`config.mk`:
```
export PLATFORM = sky130hd
export DESIGN_NAME = sound_arbiter
export DESIGN_NICKNAME = d
export VERILOG_FILES = /design/src/rtl/sound_pkg.sv /design/src/rtl/ms_tick.sv /design/src/rtl/sound_arbiter.sv
export SDC_FILE = /design/constraint.sdc
export NUM_CORES = 1
export LEC_CHECK = 0
export ABC_AREA = 1
export BUFFER_PORTS_ARGS = -buffer_cell sky130_fd_sc_hd__buf_2
export CAP_MARGIN = 20
export CELL_PAD_IN_SITES_DETAIL_PLACEMENT = 1
export CELL_PAD_IN_SITES_GLOBAL_PLACEMENT = 2
export CORE_MARGIN = 2
export CORE_UTILIZATION = 34
export CTS_CLUSTER_SIZE = 40
export DETAILED_ROUTE_END_ITERATION = 16
export HOLD_SLACK_MARGIN = 0.1
export PLACE_DENSITY = 0.88
export SYNTH_ARGS = -nofsm -noshare
export SYNTH_HDL_FRONTEND = slang
export SYNTH_HIERARCHICAL = 1
export SYNTH_SLANG_ARGS = --single-unit
```
`constraint.sdc`:
```
create_clock -name CLK -period 2.1 [get_ports CLK]
set_input_delay 0.315 -clock CLK [delete_from_list [all_inputs] [get_ports CLK]]
set_output_delay 0.315 -clock CLK [all_outputs]
set_load 0.02 [all_outputs]
```
`src/rtl/sound_pkg.sv`:
```
`default_nettype none
// ============================================================================
//  Module      : sound_pkg
//  Description : Shared types and constants for the sound arbiter: FSM state
//                encoding, sound-event indices and the beep pattern table.
//  Revision    : 1.0 - initial release
// ============================================================================
package sound_pkg;

    localparam int unsigned NUM_EV = 4;

    // Controller state encoding
    typedef enum logic [1:0] {
        ST_IDLE = 2'd0,
        ST_ON   = 2'd1,
        ST_GAP  = 2'd2
    } state_t;

    // Sound-event indices; a higher index means a higher priority
    localparam logic [1:0] EV_MOVE = 2'd0;
    localparam logic [1:0] EV_DROP = 2'd1;
    localparam logic [1:0] EV_LINE = 2'd2;
    localparam logic [1:0] EV_OVER = 2'd3;

    // One beep pattern: number of beeps, tone length and gap length in ms
    typedef struct packed {
        logic [2:0] beeps;
        logic [9:0] on_ms;
        logic [9:0] gap_ms;
    } pattern_t;

    localparam pattern_t PAT_MOVE = '{beeps: 3'd1, on_ms: 10'd20,  gap_ms: 10'd20};
    localparam pattern_t PAT_DROP = '{beeps: 3'd1, on_ms: 10'd60,  gap_ms: 10'd40};
    localparam pattern_t PAT_LINE = '{beeps: 3'd3, on_ms: 10'd100, gap_ms: 10'd50};
    localparam pattern_t PAT_OVER = '{beeps: 3'd4, on_ms: 10'd300, gap_ms: 10'd100};

    // Pattern table lookup by event index
    function automatic pattern_t pattern_lookup(input logic [1:0] idx);
        pattern_t pat;
        case (idx)
            EV_MOVE: pat = PAT_MOVE;
            EV_DROP: pat = PAT_DROP;
            EV_LINE: pat = PAT_LINE;
            default: pat = PAT_OVER;
        endcase
        return pat;
    endfunction

    // Index of the highest set bit (0 when nothing is set)
    function automatic logic [1:0] highest_pending(input logic [3:0] pend);
        logic [1:0] idx;
        idx = 2'd0;
        for (int i = 0; i < 4; i++) begin
            if (pend[i]) begin
                idx = 2'(i);
            end
        end
        return idx;
    endfunction

    // Event index to one-hot grant vector
    function automatic logic [3:0] to_onehot(input logic [1:0] idx);
        return 4'b0001 << idx;
    endfunction

endpackage : sound_pkg
`default_nettype wire

```
`src/rtl/ms_tick.sv`:
```
`default_nettype none
// ============================================================================
//  Module      : ms_tick
//  Description : 1 ms prescaler. Emits a one-cycle Tick every T1MS+1 enabled
//                cycles; the count is held at zero whenever En is low.
//  Revision    : 1.0 - initial release
// ============================================================================
module ms_tick #(
    parameter logic [15:0] T1MS = 16'd49_999
) (
    input  logic CLK,
    input  logic RST,
    input  logic En,
    output logic Tick
);

    logic [15:0] cnt_q;

    // Free-running 0..T1MS counter while enabled, parked at zero otherwise
    always_ff @(posedge CLK) begin
        if (RST || !En) begin
            cnt_q <= '0;
        end else if (cnt_q == T1MS) begin
            cnt_q <= '0;
        end else begin
            cnt_q <= cnt_q + 16'd1;
        end
    end

    assign Tick = En && (cnt_q == T1MS);

endmodule : ms_tick
`default_nettype wire

```
`src/rtl/sound_arbiter.sv`:
```
`default_nettype none
// ============================================================================
//  Module      : sound_arbiter
//  Description : Buzzer sequencer. Latches one-cycle sound requests as pending
//                flags, plays the highest-priority one as a beep pattern and
//                lets game-over preempt any lower-priority pattern.
//  Revision    : 1.0 - initial release
// ============================================================================
module sound_arbiter
    import sound_pkg::*;
#(
    parameter logic [15:0] T1MS = 16'd49_999
) (
    input  logic       CLK,
    input  logic       RST,
    input  logic [3:0] Req,
    input  logic       Mute,
    output logic       Pin_Out,
    output logic [3:0] Grant,
    output logic       Busy,
    output logic       Done
);

    state_t     state_q;
    logic [3:0] pend_q;
    logic [3:0] pend_d;
    logic [1:0] idx_q;
    logic [3:0] grant_q;
    logic [2:0] beep_q;
    logic [9:0] ms_q;
    logic       done_q;

    logic       tick;
    logic       busy_w;
    logic       preempt;
    logic [1:0] sel;
    logic [2:0] beep_inc;
    pattern_t   pat;

    assign busy_w   = (state_q != ST_IDLE);
    assign pat      = pattern_lookup(idx_q);
    assign sel      = highest_pending(pend_q);
    assign beep_inc = beep_q + 3'd1;
    // Game-over aborts anything except itself
    assign preempt  = Req[EV_OVER] && busy_w && (idx_q != EV_OVER);

    ms_tick #(
        .T1MS (T1MS)
    ) u_ms_tick (
        .CLK  (CLK),
        .RST  (RST),
        .En   (busy_w),
        .Tick (tick)
    );

    // Pending flags: new requests always set; a grant clears only its own bit,
    // so a request arriving on the grant cycle survives for a replay
    always_comb begin
        pend_d = pend_q | Req;
        if ((state_q == ST_IDLE) && (|pend_q)) begin
            pend_d = (pend_q & ~to_onehot(sel)) | Req;
        end
    end

    // Pattern sequencer: IDLE -> ON <-> GAP -> IDLE, with preemption to IDLE
    always_ff @(posedge CLK) begin
        if (RST) begin
            state_q <= ST_IDLE;
            pend_q  <= '0;
            idx_q   <= '0;
            grant_q <= '0;
            beep_q  <= '0;
            ms_q    <= '0;
            done_q  <= 1'b0;
        end else begin
            pend_q <= pend_d;
            done_q <= 1'b0;
            case (state_q)
                ST_IDLE: begin
                    if (|pend_q) begin
                        state_q <= ST_ON;
                        idx_q   <= sel;
                        grant_q <= to_onehot(sel);
                        beep_q  <= '0;
                        ms_q    <= '0;
                    end
                end
                ST_ON: begin
                    if (preempt) begin
                        state_q <= ST_IDLE;
                        grant_q <= '0;
                        ms_q    <= '0;
                    end else if (tick) begin
                        if (ms_q == pat.on_ms - 10'd1) begin
                            state_q <= ST_GAP;
                            ms_q    <= '0;
                        end else begin
                            ms_q <= ms_q + 10'd1;
                        end
                    end
                end
                ST_GAP: begin
                    if (preempt) begin
                        state_q <= ST_IDLE;
                        grant_q <= '0;
                        ms_q    <= '0;
                    end else if (tick) begin
                        if (ms_q == pat.gap_ms - 10'd1) begin
                            beep_q <= beep_inc;
                            ms_q   <= '0;
                            if (beep_inc < pat.beeps) begin
                                state_q <= ST_ON;
                            end else begin
                                state_q <= ST_IDLE;
                                grant_q <= '0;
                                done_q  <= 1'b1;
                            end
                        end else begin
                            ms_q <= ms_q + 10'd1;
                        end
                    end
                end
                default: begin
                    state_q <= ST_IDLE;
                    grant_q <= '0;
                end
            endcase
        end
    end

    // Mute only gates the pin; sequencing carries on regardless
    assign Pin_Out = (state_q == ST_ON) && !Mute;
    assign Grant   = grant_q;
    assign Busy    = busy_w;
    assign Done    = done_q;

endmodule : sound_arbiter
`default_nettype wire

```
==> run summary <==
CP dominant cell by count: ha_1
Data required time of the worst path: 2.34 ns
Pleak: 1.13 nW
Wl on met1: 2980 um
Initial antenna violation count: 0
Fmax: 0.517 GHz
Critical Path Start Type: flop
Leading area contributor after synthesis: dfxtp_1
DR top layer: met4
Endpoints failing setup: 0
Pwr dens: 1020 mW/mm^2
Post-DP HPWL: 4670 um
CTS tree: done
Diode count: 0
Final Hold Fails: 0
Worst r2r path cells: 9
First-pass GRT wire length: 10,800 um
Crit Path Max Fanout: 6
Setup crit end kind: flop
Largest net degree at the start of global routing: 17
Ratio of cells with drive above 1 in the final layout: 0.216
CP top delay family: compound AO/OA/AOI/OAI gates
Crit path max-delay cell type: dfxtp_1
Core Region: 0.00718 mm^2
Overflow after GRT: 0
Synth Area per Inst: 6.84 um^2
Routed Antenna Nets: 0
Cell Count, Final, Fillers Out: 487
Post-Syn Instances: 366
Most common cell after layout, fill and taps aside: nand2_1
Chip height: 89.8 um
HP Start: Req[0]
Min Hold Slack: 0.214 ns
Yosys top cell area share: 0.336
Area Overhead vs Synth: 12.9%
Reg2Reg Capture Point: Grant[1]$_SDFFE_PP0P_
HP Class: in -> reg
Die X: 89.8 um
Placed instance count: 478
Critical path class: reg -> reg
Post-Route Utilization: 0.394
Clock transition at the registers of the reported paths: 0.09 ns
Synth top area cells: dfxtp_1 (34%), nand2_1 (13%), nor2_1 (8.3%)
Final #Nets: 403
Inserted Clock Buffers: 5
Final min period: 1.94 ns
Max-Slew Margin vs Limit: 0.749
DR pass1 iterations: 4
CTS Sinks: 42
Number of global-route vias before repair: 2,369
Max VDD drop: 0.476 mV
Critical Path, Cell by Cell: ha_1 > xor2_1 > ha_1 > a21o_1 > a31oi_2 > nand2_2 > nand3_2 > nand2_1 > a21oi_1
Transition time of the tightest slew-check pin: 0.373 ns
Reg2Reg Launch Point: beep_q[0]$_SDFFE_PP0P_
GRT Total Usage: 0.161
Layout Skew: 0.00805 ns
Fin crit share: 0.922
Drt initial violations: 74
Most frequent cells in the layout: nand2_1 (83), nor2_1 (52), inv_1 (42)
Post-route cell area: 0.00283 mm^2
Warnings from Yosys: 6
CTS HTree Levels: 2
Syn nets: 382
Fin. max-slew vios: 0
Initial Util: 0.349
Met3 routed WL: 129 um
Vias per std cell: 4.76
R2R Setup Slk: 0.16 ns
Buf/Inv on CP: 0
Skew-Pair Late Insertion Delay: 0.30 ns
Status: complete, no violations
Min-Delay Endpoint: pend_q[0]$_SDFF_PP0_
Post-synthesis sequential area ratio: 0.336
Post-Syn Area: 0.00250 mm^2
Clock Path Buffers: 2
DR DRC count: 0
DR WL/cell: 12.6 um
Post-synth cell types: 31
Max Cap Viol: 0
WL met2: 2970 um
Synth Register Bits: 42
Io pins: 14
Total number of vias: 2,317
Final Wtd Congestion: 0.785
PortBufs: 13
DP Area: 0.00268 mm^2
Hold Crit Depth: 3
Post-Route WL: 6140 um
# rows: 31
Full die area: 0.00806 mm^2
Worst path arrival time: 2.17 ns
CTS Root Cell: clkbuf_8
Delay of the slowest cell on the worst path: 0.37 ns
Tot Pwr: 2.87 mW
Hold Buf Count CTS: 0
worst max-delay path by stage:
stage,startpoint,end,slack (ns),depth (start not counted)
floorplan,beep_q[0]$_SDFFE_PP0P_,Grant[0]$_SDFFE_PP0P_,0.32,9
global placement,u_ms_tick/cnt_q[0]$_SDFF_PP0_,ms_q[5]$_SDFFE_PP0P_,0.09,11
detailed placement,u_ms_tick/cnt_q[0]$_SDFF_PP0_,ms_q[4]$_SDFFE_PP0P_,-0.01,11
CTS,u_ms_tick/cnt_q[0]$_SDFF_PP0_,ms_q[0]$_SDFFE_PP0P_,0.008,10
global route,u_ms_tick/cnt_q[1]$_SDFF_PP0_,beep_q[2]$_SDFFE_PP0P_,-0.003,13
finish,beep_q[0]$_SDFFE_PP0P_,Grant[1]$_SDFFE_PP0P_,0.16,9
cell families (layout without fill, tap and decap cells):
| logic type | count (synthesis) | in the layout | share of synthesized area |
|---|---|---|---|
| AND/OR/NAND/NOR | 213 | 213 | 0.403 |
| buffers and inverters | 51 | 73 | 0.0865 |
| flip-flops | 42 | 42 | 0.336 |
| AO/OA/AOI/OAI | 38 | 38 | 0.0845 |
| XOR/XNOR | 13 | 13 | 0.0455 |
| adder cells (fa/ha/maj) | 9 | 9 | 0.0450 |
sequential cells by signal, summed over array words and instances, names as in the netlist:
signal and cells:
pend_q 4, ms_q 10, u_ms_tick/cnt_q 16, Grant 4
Done 1, idx_q 2, beep_q 3, state_q 2
report_power, final:
| group | internal, mW | switching [mW] |
|---|---|---|
| Sequential | 0.897 | 0.0935 |
| Clock | 0.241 | 0.324 |
| Combinational | 0.475 | 0.840 |
| Total | 1.61 | 1.26 |
final cells by class:
cell class	instances	area, um^2
inverter	47	176
fill	938	4350
clock inverter	3	25.0
clock buffer	5	68.8
tap	99	124
sequential	42	843
timing repair buffer	18	103
multi-input combinational	273	1490
through the flow:
stage          worst slack [ns]  TNS [ns]
6_report                  0.165         0
5_1_grt                -0.00257  -0.00527
4_1_cts                 0.00803         0
3_5_place_dp            -0.0108   -0.0108
3_3_place_gp             0.0853         0
2_1_floorplan             0.317         0
synthesized netlist by cell type:
| cell | count |
|---|---|
| a211oi_1 | 1 |
| a21o_1 | 1 |
| a21oi_1 | 25 |
| a21oi_4 | 1 |
| a31oi_1 | 1 |
| buf_12 | 1 |
| buf_2 | 1 |
| buf_6 | 1 |
| clkbuf_1 | 1 |
| dfxtp_1 | 42 |
| ha_1 | 9 |
| inv_1 | 43 |
| inv_2 | 4 |
| nand2_1 | 84 |
| nand2_2 | 11 |
| nand2_4 | 4 |
| nand3_1 | 19 |
| nand3_2 | 3 |
| nand3_4 | 1 |
| nand4_1 | 12 |
| nor2_1 | 55 |
| nor2_2 | 18 |
| nor2_4 | 1 |
| nor3_1 | 1 |
| nor4_1 | 1 |
| o21ai_0 | 6 |
| o21ai_1 | 2 |
| o21ai_2 | 1 |
| or2_2 | 3 |
| xnor2_1 | 3 |
| xor2_1 | 10 |
routing by layer:
layer / global-route usage / vias to the layer above
li1: - / 1192
met1: 0.202 / 1104
met2: 0.283 / 16
met3: 0.0260 / 5
met4: 0.0487 / 0
met5: 0 / -
worst min-delay path, cell delays in order:
cell	delay [ns]
buf_2	0.08
nor2_1	0.03
nor2_1	0.06
timing repair:
| item | in CTS | in global routing |
|---|---|---|
| buffers inserted | 0 | 1 |
| gates resized for setup | 2 | 11 |
| pin swaps | 1 | 2 |
| endpoints found under the setup margin | 2 | 19 |
Power figures use the tool's default switching activity.
